## src/rtl/relu_grad_pkg.sv

```systemverilog
// relu_grad shared types: activation width, mask type, mask helper.
// Optional leaky gating is selected with the RELU_GRAD_LEAKY_EN macro.
package relu_pkg;
    localparam int DATA_W         = 18;
    localparam int LEAK_SHIFT_DEF = 3;

    typedef logic signed [DATA_W-1:0] act_t;
    typedef logic                     mask_t;

    function automatic mask_t relu_mask(input act_t x);
        return ~x[DATA_W-1];
    endfunction
endpackage

```

## src/rtl/relu_grad_if.sv

```systemverilog
// relu_grad streaming bus: forward snoop, upstream gradient, gated output.
// master drives samples/gradients, slave is the relu_grad block.
interface relu_grad_if;
    import relu_pkg::*;

    logic  fwd_valid;
    logic  fwd_ready;
    act_t  fwd_in;
    logic  grad_valid;
    logic  grad_ready;
    act_t  grad_in;
    logic  out_valid;
    logic  out_ready;
    act_t  grad_out;

    modport master (
        output fwd_valid, fwd_in, grad_valid, grad_in, out_ready,
        input  fwd_ready, grad_ready, out_valid, grad_out
    );

    modport slave (
        input  fwd_valid, fwd_in, grad_valid, grad_in, out_ready,
        output fwd_ready, grad_ready, out_valid, grad_out
    );
endinterface

```

## src/rtl/relu_mask_fifo.sv

```systemverilog
// 1-bit derivative mask FIFO, DEPTH deep, full/empty from count only.
// Flush clears pointers and count; reset has priority.
module relu_mask_fifo
    import relu_pkg::*;
#(
    parameter int DEPTH = 16
) (
    input  logic                     clk,
    input  logic                     rst_n,
    input  logic                     flush_i,
    input  logic                     push_i,
    input  mask_t                    mask_i,
    input  logic                     pop_i,
    output mask_t                    mask_o,
    output logic [$clog2(DEPTH):0]   count_o,
    output logic                     full_o,
    output logic                     empty_o
);
    localparam int AW = $clog2(DEPTH);
    localparam int CW = AW + 1;

    logic [DEPTH-1:0] mem_q;
    logic [AW-1:0]    wr_q, wr_d;
    logic [AW-1:0]    rd_q, rd_d;
    logic [CW-1:0]    cnt_q, cnt_d;
    logic             push_ok;
    logic             pop_ok;

    assign full_o  = (cnt_q == CW'(DEPTH));
    assign empty_o = (cnt_q == '0);
    assign count_o = cnt_q;
    assign mask_o  = mem_q[rd_q];
    assign push_ok = push_i && !full_o;
    assign pop_ok  = pop_i && !empty_o;

    // Next pointer and occupancy; pointers wrap naturally.
    always_comb begin
        wr_d  = wr_q + AW'(push_ok);
        rd_d  = rd_q + AW'(pop_ok);
        cnt_d = cnt_q + CW'(push_ok) - CW'(pop_ok);
    end

    // Pointer and count registers, cleared by reset or flush.
    always_ff @(posedge clk) begin
        if (!rst_n || flush_i) begin
            wr_q  <= '0;
            rd_q  <= '0;
            cnt_q <= '0;
        end else begin
            wr_q  <= wr_d;
            rd_q  <= rd_d;
            cnt_q <= cnt_d;
        end
    end

    // Mask storage; contents need no reset since count guards reads.
    always_ff @(posedge clk) begin
        if (rst_n && !flush_i && push_ok) begin
            mem_q[wr_q] <= mask_i;
        end
    end
endmodule

```

## src/rtl/relu_grad.sv

```systemverilog
// ReLU backward gate: records forward masks, gates gradients in order.
// RELU_GRAD_LEAKY_EN: masked gradients become grad_in >>> LEAK_SHIFT.
module relu_grad
    import relu_pkg::*;
#(
    parameter int DEPTH = 16
`ifdef RELU_GRAD_LEAKY_EN
    ,
    parameter int LEAK_SHIFT = LEAK_SHIFT_DEF
`endif
) (
    input  logic                   clk,
    input  logic                   rst_n,
    input  logic                   flush,
    relu_grad_if.slave             bus,
    output logic [$clog2(DEPTH):0] mask_count
);
    logic  full;
    logic  empty;
    logic  push;
    logic  pop;
    logic  grad_rdy;
    mask_t mask_rd;
    act_t  gated;

    logic  out_valid_q, out_valid_d;
    act_t  grad_out_q, grad_out_d;

    assign push     = bus.fwd_valid && !full;
    assign grad_rdy = !empty && (!out_valid_q || bus.out_ready);
    assign pop      = bus.grad_valid && grad_rdy;

    assign bus.fwd_ready  = !full;
    assign bus.grad_ready = grad_rdy;
    assign bus.out_valid  = out_valid_q;
    assign bus.grad_out   = grad_out_q;

    relu_mask_fifo #(.DEPTH(DEPTH)) u_fifo (
        .clk     (clk),
        .rst_n   (rst_n),
        .flush_i (flush),
        .push_i  (push),
        .mask_i  (relu_mask(bus.fwd_in)),
        .pop_i   (pop),
        .mask_o  (mask_rd),
        .count_o (mask_count),
        .full_o  (full),
        .empty_o (empty)
    );

    // Gate the gradient with the popped mask.
    always_comb begin
        gated = bus.grad_in;
        if (!mask_rd) begin
`ifdef RELU_GRAD_LEAKY_EN
            gated = bus.grad_in >>> LEAK_SHIFT;
`else
            gated = '0;
`endif
        end
    end

    // Output register: load on accept, drop valid once consumed.
    always_comb begin
        out_valid_d = out_valid_q;
        grad_out_d  = grad_out_q;
        if (pop) begin
            out_valid_d = 1'b1;
            grad_out_d  = gated;
        end else if (bus.out_ready) begin
            out_valid_d = 1'b0;
        end
    end

    // Output state, cleared by reset or flush.
    always_ff @(posedge clk) begin
        if (!rst_n || flush) begin
            out_valid_q <= 1'b0;
            grad_out_q  <= '0;
        end else begin
            out_valid_q <= out_valid_d;
            grad_out_q  <= grad_out_d;
        end
    end
endmodule

```

## src/flat_wrapper.sv

```systemverilog
// flat-port wrapper written by rule: the top's interface ports become plain ports
module relu_grad_flat import relu_pkg::*;
#(
    parameter int DEPTH = 16

)
  (clk, rst_n, flush, mask_count, bus_fwd_valid, bus_fwd_in, bus_grad_valid, bus_grad_in, bus_out_ready, bus_fwd_ready, bus_grad_ready, bus_out_valid, bus_grad_out);
  relu_grad_if bus_i ();
  input  logic clk;
  input  logic rst_n;
  input  logic flush;
  output logic [$clog2(DEPTH):0] mask_count;
  input wire logic [$bits(bus_i.fwd_valid)-1:0] bus_fwd_valid;
  input wire logic [$bits(bus_i.fwd_in)-1:0] bus_fwd_in;
  input wire logic [$bits(bus_i.grad_valid)-1:0] bus_grad_valid;
  input wire logic [$bits(bus_i.grad_in)-1:0] bus_grad_in;
  input wire logic [$bits(bus_i.out_ready)-1:0] bus_out_ready;
  output wire logic [$bits(bus_i.fwd_ready)-1:0] bus_fwd_ready;
  output wire logic [$bits(bus_i.grad_ready)-1:0] bus_grad_ready;
  output wire logic [$bits(bus_i.out_valid)-1:0] bus_out_valid;
  output wire logic [$bits(bus_i.grad_out)-1:0] bus_grad_out;
  assign bus_i.fwd_valid = bus_fwd_valid;
  assign bus_i.fwd_in = bus_fwd_in;
  assign bus_i.grad_valid = bus_grad_valid;
  assign bus_i.grad_in = bus_grad_in;
  assign bus_i.out_ready = bus_out_ready;
  assign bus_fwd_ready = bus_i.fwd_ready;
  assign bus_grad_ready = bus_i.grad_ready;
  assign bus_out_valid = bus_i.out_valid;
  assign bus_grad_out = bus_i.grad_out;
  relu_grad #(.DEPTH(DEPTH)) u_core (.clk(clk), .rst_n(rst_n), .flush(flush), .bus(bus_i), .mask_count(mask_count));
endmodule
```

## config.mk

```make
export PLATFORM = sky130hd
export DESIGN_NAME = relu_grad_flat
export DESIGN_NICKNAME = d
export VERILOG_FILES = /design/src/rtl/relu_grad_pkg.sv /design/src/rtl/relu_grad_if.sv /design/src/rtl/relu_mask_fifo.sv /design/src/rtl/relu_grad.sv /design/src/flat_wrapper.sv
export SDC_FILE = /design/constraint.sdc
export NUM_CORES = 1
export LEC_CHECK = 0
export ABC_AREA = 1
export CORE_MARGIN = 2
export CORE_UTILIZATION = 45
export CTS_CLUSTER_SIZE = 40
export DETAILED_ROUTE_END_ITERATION = 8
export HOLD_SLACK_MARGIN = 0.1
export PLACE_DENSITY = 0.77
export SETUP_SLACK_MARGIN = 0.4
export SLEW_MARGIN = 20
export SYNTH_ARGS = -nofsm -noshare
export SYNTH_HDL_FRONTEND = slang
export SYNTH_SLANG_ARGS = --single-unit
```

## constraint.sdc

```tcl
create_clock -name clk -period 5.3 [get_ports clk]
set_input_delay 0.795 -clock clk [delete_from_list [all_inputs] [get_ports clk]]
set_output_delay 0.795 -clock clk [all_outputs]
set_load 0.01 [all_outputs]
```

==> metrics.yaml, run 1 <==
run_status: "finished, final reports clean"
slew_viol_final: 0
root_buffer: "clkbuf_8"
ctsHoldBuffers: 0
gp_congestion: 0.7588
hp-start: "u_core.u_fifo.rd_q[3]"
r2r-end: "u_core.u_fifo.count_o[4]"
start_util: 0.4692
clk_path_buf_depth: 2
cts_sinks: 48
synth_top_cell_area_share: 0.2872
ys_types: 21
rr_startpoint: "u_core.u_fifo.count_o[2]"
first_iter_violations: 49
drive_gt1_frac: 0.09904
crit_required_ns: 4.51
fin_crit_sh: 0.5350
dr.pass1.iters: 4
cts-htree-levels: 2
hold_slack_ns: 0.5000
dieWidth_um: 74.41
top_layer: "met4"
min_path_type: "flip-flop to flip-flop"
ir_worst_vdd_v: 0.0003271
drt-met1-wl_um: 1854
final_nets: 365
slowest_stage: "clkdlybuf4s50_1"
worstSkewPairLatency_ns: 0.30
slew_headroom: 0.7421
avgRoutedWirePerCell_um: 11.27
max_freq_mhz: 352.7
grt_pass1_vias: 1563
ff2ff_setup_slack_ns: 3.00
netlist_instances: 262
synth.most_common_cell: "nand2_1"
grt_pass1_wl_um: 6782
period_minus_slack_ns: 2.836
finalPower_uw: 1150
synth_edf_count: 16
io_buffers: 50
antenna_found_initial: 0
finalSetupViolations: 0
power.density_nw_per_um2: 401.3
wl_met3_um: 167
crit_chain: "clkdlybuf4s50_1, inv_1, nand2_1, nand2_1, inv_1, clkdlybuf4s50_1"
cap_violations: 0
vias_per_cell: 4.639
wl_met2_um: 2185
cts_tree: "done"
cts_buffers: 5
critPathMaxFanout: 2
clk_pin_slew_ns: 0.08
pin_count: 68
track_usage: 0.1611
synth_area_leaders: "dfxtp_1, edfxtp_1, nand2_1"
worstSetupPathType: "primary input to output pin"
hpwlAfterDp_um: 3116
vias: 1763
power.static_leakage_uw: 0.001132
worstPathArrival_ns: 2.04
syn_area_um2: 2231
die_h_um: 74.41
cts_setup_buffers: 0
antenna_left: 0
fin_skew_ns: 0.009814
syn_nets: 315
synthFlopType: "dfxtp_1"
core-area_um2: 4755
wl_um: 4281
timing.setup.tns_ns: 0
dieArea_um2: 5537
tightestPinTransition_ns: 0.3869
drc: 0
synth-seq-area-share: 0.5025
rr_worst_depth: 12
post_cts_resize_count: 0
startpoint_type: "primary input"
rsz0062_at_grt: "no"
syn_avg_cell_area_um2: 8.515
grt_max_degree: 39
area_delta_synth_final_pct: 28.49
synth_top_area_cell: "dfxtp_1"
rows: 25
crit_path_end_kind: "output pin"
synthArstFlopShare: 0
overflow: 0
synth-seq-cells: 48
final_hold_viol_count: 0
num_antenna_cells: 0
slowest_delay_ns: 0.54
hold_path_depth: 2
synth_commonest_cells: "nand2_1, inv_1, nor2_1"
yosysWarnings: 0
holdPathEnd: "u_core.u_fifo.rd_q[3]"
## layout make-up
cell class / instances / area, um2
Inverter: 39 / 146.4
Multi-Input combinational cell: 166 / 899.6
Fill cell: 428 / 1888
Sequential cell: 48 / 1121
Tap cell: 67 / 83.83
Clock buffer: 8 / 100.1
Timing Repair Buffer: 52 / 515.5
## how the worst max path moves through the flow
stage	end	from	cells past startpoint	slack [ns]
2_1_floorplan	u_core.u_fifo.count_o[4]	bus_out_ready	14	2.65
3_3_place_gp	bus_grad_ready	bus_out_ready	6	2.47
3_5_place_dp	u_core.u_fifo.count_o[4]	bus_out_ready	13	2.43
4_1_cts	bus_grad_ready	bus_out_ready	6	2.46
5_1_grt	bus_grad_ready	bus_out_ready	6	2.41
6_report	bus_grad_ready	bus_out_ready	6	2.46
## routing by layer
metal / global-route usage / vias up
met3: 0.03930 / 6
met2: 0.2861 / 32
met1: 0.1852 / 794
li1: - / 931
met5: 0 / -
met4: 0.06548 / 0
## stage by stage
step | cell area, um2 | util | std cells | worst slack (ns)
CTS | 2867 | 0.6029 | 380 | 2.464
global route | 2867 | 0.6029 | 380 | 2.405
global placement | 2766 | 0.5818 | 372 | 2.474
finish | 2867 | 0.6029 | 380 | 2.464
floorplan | 2231 | - | 262 | 2.646
detailed placement | 2766 | 0.5818 | 372 | 2.428
## sequential cells by signal (all words and copies together) (netlist names)
name and count:
u_core.bus.out_valid 1, u_core.bus.grad_out 18, u_core.u_fifo.mem_q 16, u_core.u_fifo.wr_q 4
u_core.u_fifo.count_o 5, u_core.u_fifo.rd_q 4
## logic make-up after synthesis
logic type,share of synthesized area
compound gates,0.1200
flops,0.5025
fa+ha+maj,0.06506
xor+xnor,0.01571
buf+inv,0.09534
simple gates,0.2013
## worst max-delay path, delay by kind of cell
kind / cells / cell delay, ns
buf+inv: 4 / 1.10
simple gates: 2 / 0.15
## where the power goes
part	leakage, uW	switching, uW	internal, uW
combinational	0.000677	253	204
sequential	0.000403	31.4	427
clock	0.0000515	116	119
total	0.00113	400	750
## placed cells by master (no fill, tap or decap)
master           instances
fa_1                     1
nor2_2                   1
clkbuf_1                 1
nand2_1                 43
a21oi_2                 10
nand4_1                  2
nand3_1                 14
xnor2_1                  3
buf_4                    2
clkdlybuf4s50_1         50
nand2_4                  1
ha_1                    10
xor2_1                   1
clkbuf_8                 7
o21ai_0                 22
nor2_1                  34
dfxtp_1                 32
edfxtp_1                16
a21oi_1                 14
inv_1                   39
nand2_2                 10
Power figures use the tool's default switching activity.
==> inputs of run 2 (changes only) <==
Clock period 5.3 ns to 2.8 ns, I/O delays scaled along.
==> run 2 against run 1 <==
  * First-iteration DRC count is 8.2% lower
  * Core utilization hardly changed
  * Register-to-register slack worse by 2.4 ns
  * Final cell count stayed put
  * Largest cell class unchanged
==> metrics.yaml, run 2 (synthesis results as in run 1) <==
run_status: "finished, final reports clean"  # unchanged
wl_um: 4371  # was 4281 um
slowest_delay_ns: 0.37  # was 0.54 ns
fin_skew_ns: 0.01076  # was 0.009814 ns
startpoint_type: "flip-flop"  # was primary input
max_freq_mhz: 454.4
start_util: 0.4692  # unchanged
layout_setup_ws_ns: 0.5992  # was 2.464 ns
hold_path_depth: 2  # unchanged
period_minus_slack_ns: 2.201
cts_setup_buffers: 0  # unchanged
rr_startpoint: "u_core.u_fifo.count_o[3]"  # was u_core.u_fifo.count_o[2]
power.density_nw_per_um2: 759.5  # was 401.3 nW/um2
power.static_leakage_uw: 0.001131  # was 0.001132 uW
grt_max_degree: 39  # unchanged
dp_cells: 372  # unchanged
worstPathArrival_ns: 2.41  # was 2.04 ns
rsz0062_at_grt: "no"  # unchanged
hpwlAfterDp_um: 3225  # was 3116 um
dieArea_um2: 5537  # unchanged
cts_tree: "done"  # unchanged
antenna_found_initial: 0  # unchanged
nFillCells: 432  # was 428
slew_viol_final: 0  # unchanged
rows: 25  # unchanged
core-area_um2: 4755  # unchanged
vias_per_cell: 4.737  # was 4.639
gp_congestion: 0.7872  # was 0.7588
num_antenna_cells: 0  # unchanged
vias: 1800  # was 1763
pin_count: 68  # unchanged
cts-htree-levels: 2  # unchanged
area_delta_synth_final_pct: 28.44  # was 28.49%
largest_register_ffs: 18  # unchanged
dr.pass1.iters: 4  # unchanged
track_usage: 0.1681  # was 0.1611
tightestPinTransition_ns: 0.3859  # was 0.3869 ns
die_h_um: 74.41  # unchanged
ctsHoldBuffers: 0  # unchanged
timing.setup.tns_ns: 0  # unchanged
drc: 0  # unchanged
crit_path_end_kind: "flip-flop"  # was output pin
final_nets: 365  # unchanged
root_buffer: "clkbuf_8"  # unchanged
crit_path_frequent_cell: "ha_1"
r2r-end: "u_core.u_fifo.count_o[4]"  # unchanged
mostFrequentLayoutCells: "clkdlybuf4s50_1, nand2_1, inv_1, nor2_1, dfxtp_1"  # unchanged
avgRoutedWirePerCell_um: 11.50  # was 11.27 um
dieWidth_um: 74.41  # unchanged
worstSetupPathType: "flip-flop to flip-flop"  # was primary input to output pin
crit_chain: "inv_1, ha_1, nand4_1, nand2_1, ha_1, inv_1, ha_1, fa_2, nand3_1, nand2_1, o21ai_1, a21oi_1"  # was clkdlybuf4s50_1, inv_1, nand2_1, nand2_1, inv_1, clkdlybuf4s50_1
slowest_stage: "dfxtp_1"  # was clkdlybuf4s50_1
finalPower_uw: 2176  # was 1150 uW
slew_headroom: 0.7427  # was 0.7421
critPathMaxFanout: 3  # was 2
cts_buffers: 5  # unchanged
pre_cts_slack_ns: 0.3485  # was 2.428 ns
final_common_cell: "clkdlybuf4s50_1"  # unchanged
grt_pass1_vias: 1699  # was 1563
clk_pin_slew_ns: 0.09  # was 0.08 ns
antenna_left: 0  # unchanged
fin_cells: 380  # unchanged
clk_path_buf_depth: 2  # unchanged
holdPathEnd: "u_core.u_fifo.rd_q[3]"  # unchanged
final_hold_viol_count: 0  # unchanged
cts_sinks: 48  # unchanged
grt_pass1_wl_um: 7169  # was 6782 um
ir_worst_vdd_v: 0.0006008  # was 0.0003271 V
ff2ff_setup_slack_ns: 0.60  # was 3.00 ns
fin_crit_sh: 0.7860
min_path_type: "flip-flop to flip-flop"  # unchanged
hp-start: "u_core.u_fifo.rd_q[3]"  # unchanged
rr_worst_depth: 12  # unchanged
cap_violations: 0  # unchanged
first_iter_violations: 45  # was 49
overflow: 0  # unchanged
finalSetupViolations: 0  # unchanged
crit_required_ns: 3.01  # was 4.51 ns
worstSkewPairLatency_ns: 0.31  # was 0.30 ns
io_buffers: 50  # unchanged
drive_gt1_frac: 0.1054  # was 0.09904
-- run 2: changes by cell type in the layout (fill, tap and decap cells not counted), sizes merged --
| cell | change |
|---|---|
| clkinv | +1 |
| clkbuf | -2 |
| inv | +1 |
-- run 2: worst max-delay path by stage --
stage | startpoint | end
floorplan | u_core.u_fifo.count_o[2] | u_core.u_fifo.count_o[4]
global placement | bus_out_ready | u_core.u_fifo.count_o[4]
detailed placement | bus_out_ready | u_core.u_fifo.count_o[4]
CTS | u_core.u_fifo.count_o[3] | u_core.u_fifo.count_o[4]
global route | u_core.u_fifo.count_o[3] | u_core.u_fifo.count_o[4]
finish | u_core.u_fifo.count_o[3] | u_core.u_fifo.count_o[4]
-- run 2: stage by stage --
| stage | utilization | hold slack (ns) | cell area, um2 |
|---|---|---|---|
| 5_1_grt | 0.6026 | 0.5494 | 2865 |
| 6_report | 0.6026 | 0.5014 | 2865 |
| 2_1_floorplan | - | 0.4589 | 2237 |
| 3_3_place_gp | 0.5818 | 0.4814 | 2766 |
| 4_1_cts | 0.6021 | 0.5005 | 2863 |
| 3_5_place_dp | 0.5818 | 0.4841 | 2766 |
-- run 2: layer usage --
metal | GRT usage | share of wire | wire (um)
met5 | 0 | 0 | 0
met4 | 0.07738 | 0.016 | 68
met3 | 0.03794 | 0.057 | 248
met2 | 0.2989 | 0.51 | 2234
met1 | 0.1910 | 0.42 | 1820
-- run 2: power by group --
part           internal [uW]  leakage, uW  switching (uW)
logic                    389     0.000676             483
clock network            202    0.0000516             232
registers                808     0.000403            62.2
-- run 2: timing repair --
| action | CTS | global route |
|---|---|---|
| hold endpoints to repair | 0 | 0 |
| gates resized for setup | 0 | 2 |
| endpoints found under the setup margin | 0 | 1 |
-- run 2: critical path, delay by kind of cell (launching register included) --
kind            cells  cell delay, ns
compound gates      2            0.17
fa+ha+maj           4            1.06
buf+inv             2            0.12
flops               1            0.37
simple gates        4            0.39
-- run 2: layout make-up --
cell class / count / area, um2 / area share
Clock buffer: 6 / 82.58 / 0.02882
Clock inverter: 2 / 13.76 / 0.004803
Inverter: 39 / 146.4 / 0.05109
Multi-Input combinational cell: 166 / 902.1 / 0.3148
Sequential cell: 48 / 1121 / 0.3913
Tap cell: 67 / 83.83 / 0.02926
Timing Repair Buffer: 52 / 515.5 / 0.1799
==> inputs of run 3 (changes only) <==
Settings changed: CORE_UTILIZATION 45 to 42, PLACE_DENSITY 0.77 to 0.76.
Clock period 2.8 ns to 1.9 ns, I/O delays scaled along.
==> run 3 against run 2 <==
  * The flow now finishes with violations (negative setup slack)
  * Sequential power increased by 47%
  * Setup slack got worse by 0.76 ns
  * First-iteration DRC count up 44%
  * Maximum frequency increased by 6.7%
  * Sequential cell count stayed put
  * Via count up 6.3%
  * Critical path type unchanged
==> metrics.yaml, run 3 (synthesis results as in run 1) <==
run_status: "complete, but fails checks"  # was finished, final reports clean
violations: "negative setup slack"
rr_worst_depth: 13  # was 12
antenna_left: 0  # unchanged
first_iter_violations: 65  # was 45
wl_um: 4918  # was 4371 um
clk_pin_slew_ns: 0.08  # was 0.09 ns
die_h_um: 76.88  # was 74.41 um
rr_startpoint: "u_core.u_fifo.count_o[3]"  # unchanged
cts-htree-levels: 2  # unchanged
gp_congestion: 0.7760  # was 0.7872
ff2ff_setup_slack_ns: -0.16  # was 0.60 ns
avgRoutedWirePerCell_um: 12.11  # was 11.50 um
final_core_util: 0.6622  # was 0.6026
final_common_cell: "nand2_1"  # was clkdlybuf4s50_1
r2r-end: "u_core.u_fifo.count_o[4]"  # unchanged
dr.pass1.iters: 4  # unchanged
crit_chain: "inv_4, ha_4, nand4_1, nand2_2, nor2_2, ha_4, inv_2, ha_4, fa_2, nand3_2, nand2_2, o21ai_1, a21oi_1"  # was inv_1, ha_1, nand4_1, nand2_1, ha_1, inv_1, ha_1, fa_2, nand3_1, nand2_1, o21ai_1, a21oi_1
critPathMaxFanout: 2  # was 3
power.static_leakage_uw: 0.001427  # was 0.001131 uW
ir_worst_vdd_v: 0.0009089  # was 0.0006008 V
grt_pass1_vias: 1858  # was 1699
crit_path_frequent_cell: "ha_4"  # was ha_1
timing.setup.tns_ns: -0.3108  # was 0 ns
hpwlAfterDp_um: 3238  # was 3225 um
cts_tree: "done"  # unchanged
dieWidth_um: 76.88  # was 74.41 um
antenna_found_initial: 0  # unchanged
finalSetupViolations: 4  # was 0
track_usage: 0.1652  # was 0.1681
drive_gt1_frac: 0.3036  # was 0.1054
vias_per_cell: 4.714  # was 4.737
startpoint: "u_core.u_fifo.count_o[3]"  # unchanged
endpoint: "u_core.u_fifo.count_o[4]"  # unchanged
layout_setup_ws_ns: -0.1623  # was 0.5992 ns
period_minus_slack_ns: 2.062  # was 2.201 ns
cts_sinks: 48  # unchanged
cp_top_family: "adder cells"  # unchanged
stdcell_area_um2: 3382  # was 2865 um2
start_util: 0.4368  # was 0.4692
mostFrequentLayoutCells: "nand2_1, clkdlybuf4s50_1, inv_1, dfxtp_1"  # was clkdlybuf4s50_1, nand2_1, inv_1, nor2_1, dfxtp_1
dieArea_um2: 5911  # was 5537 um2
num_antenna_cells: 0  # unchanged
min_path_type: "flip-flop to flip-flop"  # unchanged
drc: 0  # unchanged
rsz0062_at_grt: "yes"  # was no
core-area_um2: 5107  # was 4755 um2
fin_crit_sh: 1.085  # was 0.7860
slew_viol_final: 0  # unchanged
largest_register_ffs: 18  # unchanged
path_depth: 13  # was 12
final_hold_viol_count: 0  # unchanged
worstPathArrival_ns: 2.26  # was 2.41 ns
clk_path_buf_depth: 2  # unchanged
io_buffers: 50  # unchanged
crit_required_ns: 2.10  # was 3.01 ns
placed_area_um2: 2975  # was 2766 um2
pin_count: 68  # unchanged
cap_violations: 0  # unchanged
final_nets: 388  # was 365
vias: 1914  # was 1800
power.density_nw_per_um2: 1138  # was 759.5 nW/um2
startpoint_type: "flip-flop"  # unchanged
root_buffer: "clkbuf_8"  # unchanged
slowest_stage: "fa_2"  # was dfxtp_1
cts_buffers: 5  # unchanged
rows: 26  # was 25
crit_path_end_kind: "flip-flop"  # unchanged
max_freq_mhz: 484.9  # was 454.4 MHz
fin_skew_ns: 0.007177  # was 0.01076 ns
grt_pass1_wl_um: 7859  # was 7169 um
overflow: 0  # unchanged
crit_buf_inv: 2  # unchanged
slew_headroom: 0.7367  # was 0.7427
grt_max_degree: 39  # unchanged
finalPower_uw: 3849  # was 2176 uW
area_delta_synth_final_pct: 51.60  # was 28.44%
worstSetupPathType: "flip-flop to flip-flop"  # unchanged
slowest_delay_ns: 0.38  # was 0.37 ns
pre_cts_slack_ns: -0.3462  # was 0.3485 ns
tightestPinTransition_ns: 0.3940  # was 0.3859 ns
worstSkewPairLatency_ns: 0.30  # was 0.31 ns
-- run 3: cell types whose count changed in the layout (fill, tap and decap cells not counted), sizes merged --
cell           delta
dlygate4sd2       +6
clkdlybuf4s50    -16
bufinv            +1
buf              +25
inv               -1
dlymetal6s2s      +8
-- run 3: layout make-up --
cell class              instances  area [um2]
fillers                       400        1725
repair buffers                 75       729.5
multi-input cells             166        1177
well taps                      70       87.58
clock buffers                   6       72.57
flip-flops and latches         48        1126
clock inverters                 2       35.03
inverters                      39       153.9
-- run 3: metal layers --
metal	vias to the layer above	routed length (um)	part of all wire	global-route usage
met5	-	0	0	0
met4	0	102	0.021	0.06364
met3	12	309	0.063	0.05529
met2	45	2573	0.52	0.3009
met1	875	1933	0.39	0.1749
li1	982	-	-	-
-- run 3: worst min path at each step --
stage                                startpoint                 endpoint  slack, ns  cells past startpoint
final                     u_core.u_fifo.rd_q[3]    u_core.u_fifo.rd_q[3]       0.50                      2
after global placement    u_core.u_fifo.rd_q[3]    u_core.u_fifo.rd_q[3]       0.48                      2
after CTS                 u_core.u_fifo.rd_q[3]    u_core.u_fifo.rd_q[3]       0.50                      2
after detailed placement   u_core.bus.out_valid     u_core.bus.out_valid       0.49                      2
after global routing      u_core.u_fifo.rd_q[3]    u_core.u_fifo.rd_q[3]       0.52                      2
after floorplan                 bus_grad_in[10]  u_core.bus.grad_out[10]       0.42                      2
-- run 3: what timing repair did --
action | in CTS | in global routing
pin swaps | 11 | 11
resized for setup | 53 | 25
cloned | 0 | 0
hold buffers | 0 | 0
endpoints found under the setup margin | 56 | 58
setup buffers | 6 | 4
-- run 3: report_power, final --
| part | total, uW | switching (uW) | internal (uW) |
|---|---|---|---|
| combinational | 1850 | 946 | 907 |
| clock | 721 | 330 | 391 |
| sequential | 1280 | 79.7 | 1200 |
| total | 3850 | 1360 | 2490 |
-- run 3: tightest hold or removal path: stages (launching register included) --
cell	delay, ns
dfxtp_1	0.32
inv_1	0.09
a21oi_1	0.06
-- run 3: per-stage QoR --
stage | hold slack, ns | std cells
6_report | 0.5028 | 406
3_5_place_dp | 0.4876 | 388
2_1_floorplan | 0.4213 | 262
3_3_place_gp | 0.4803 | 388
5_1_grt | 0.5198 | 406
4_1_cts | 0.5024 | 402
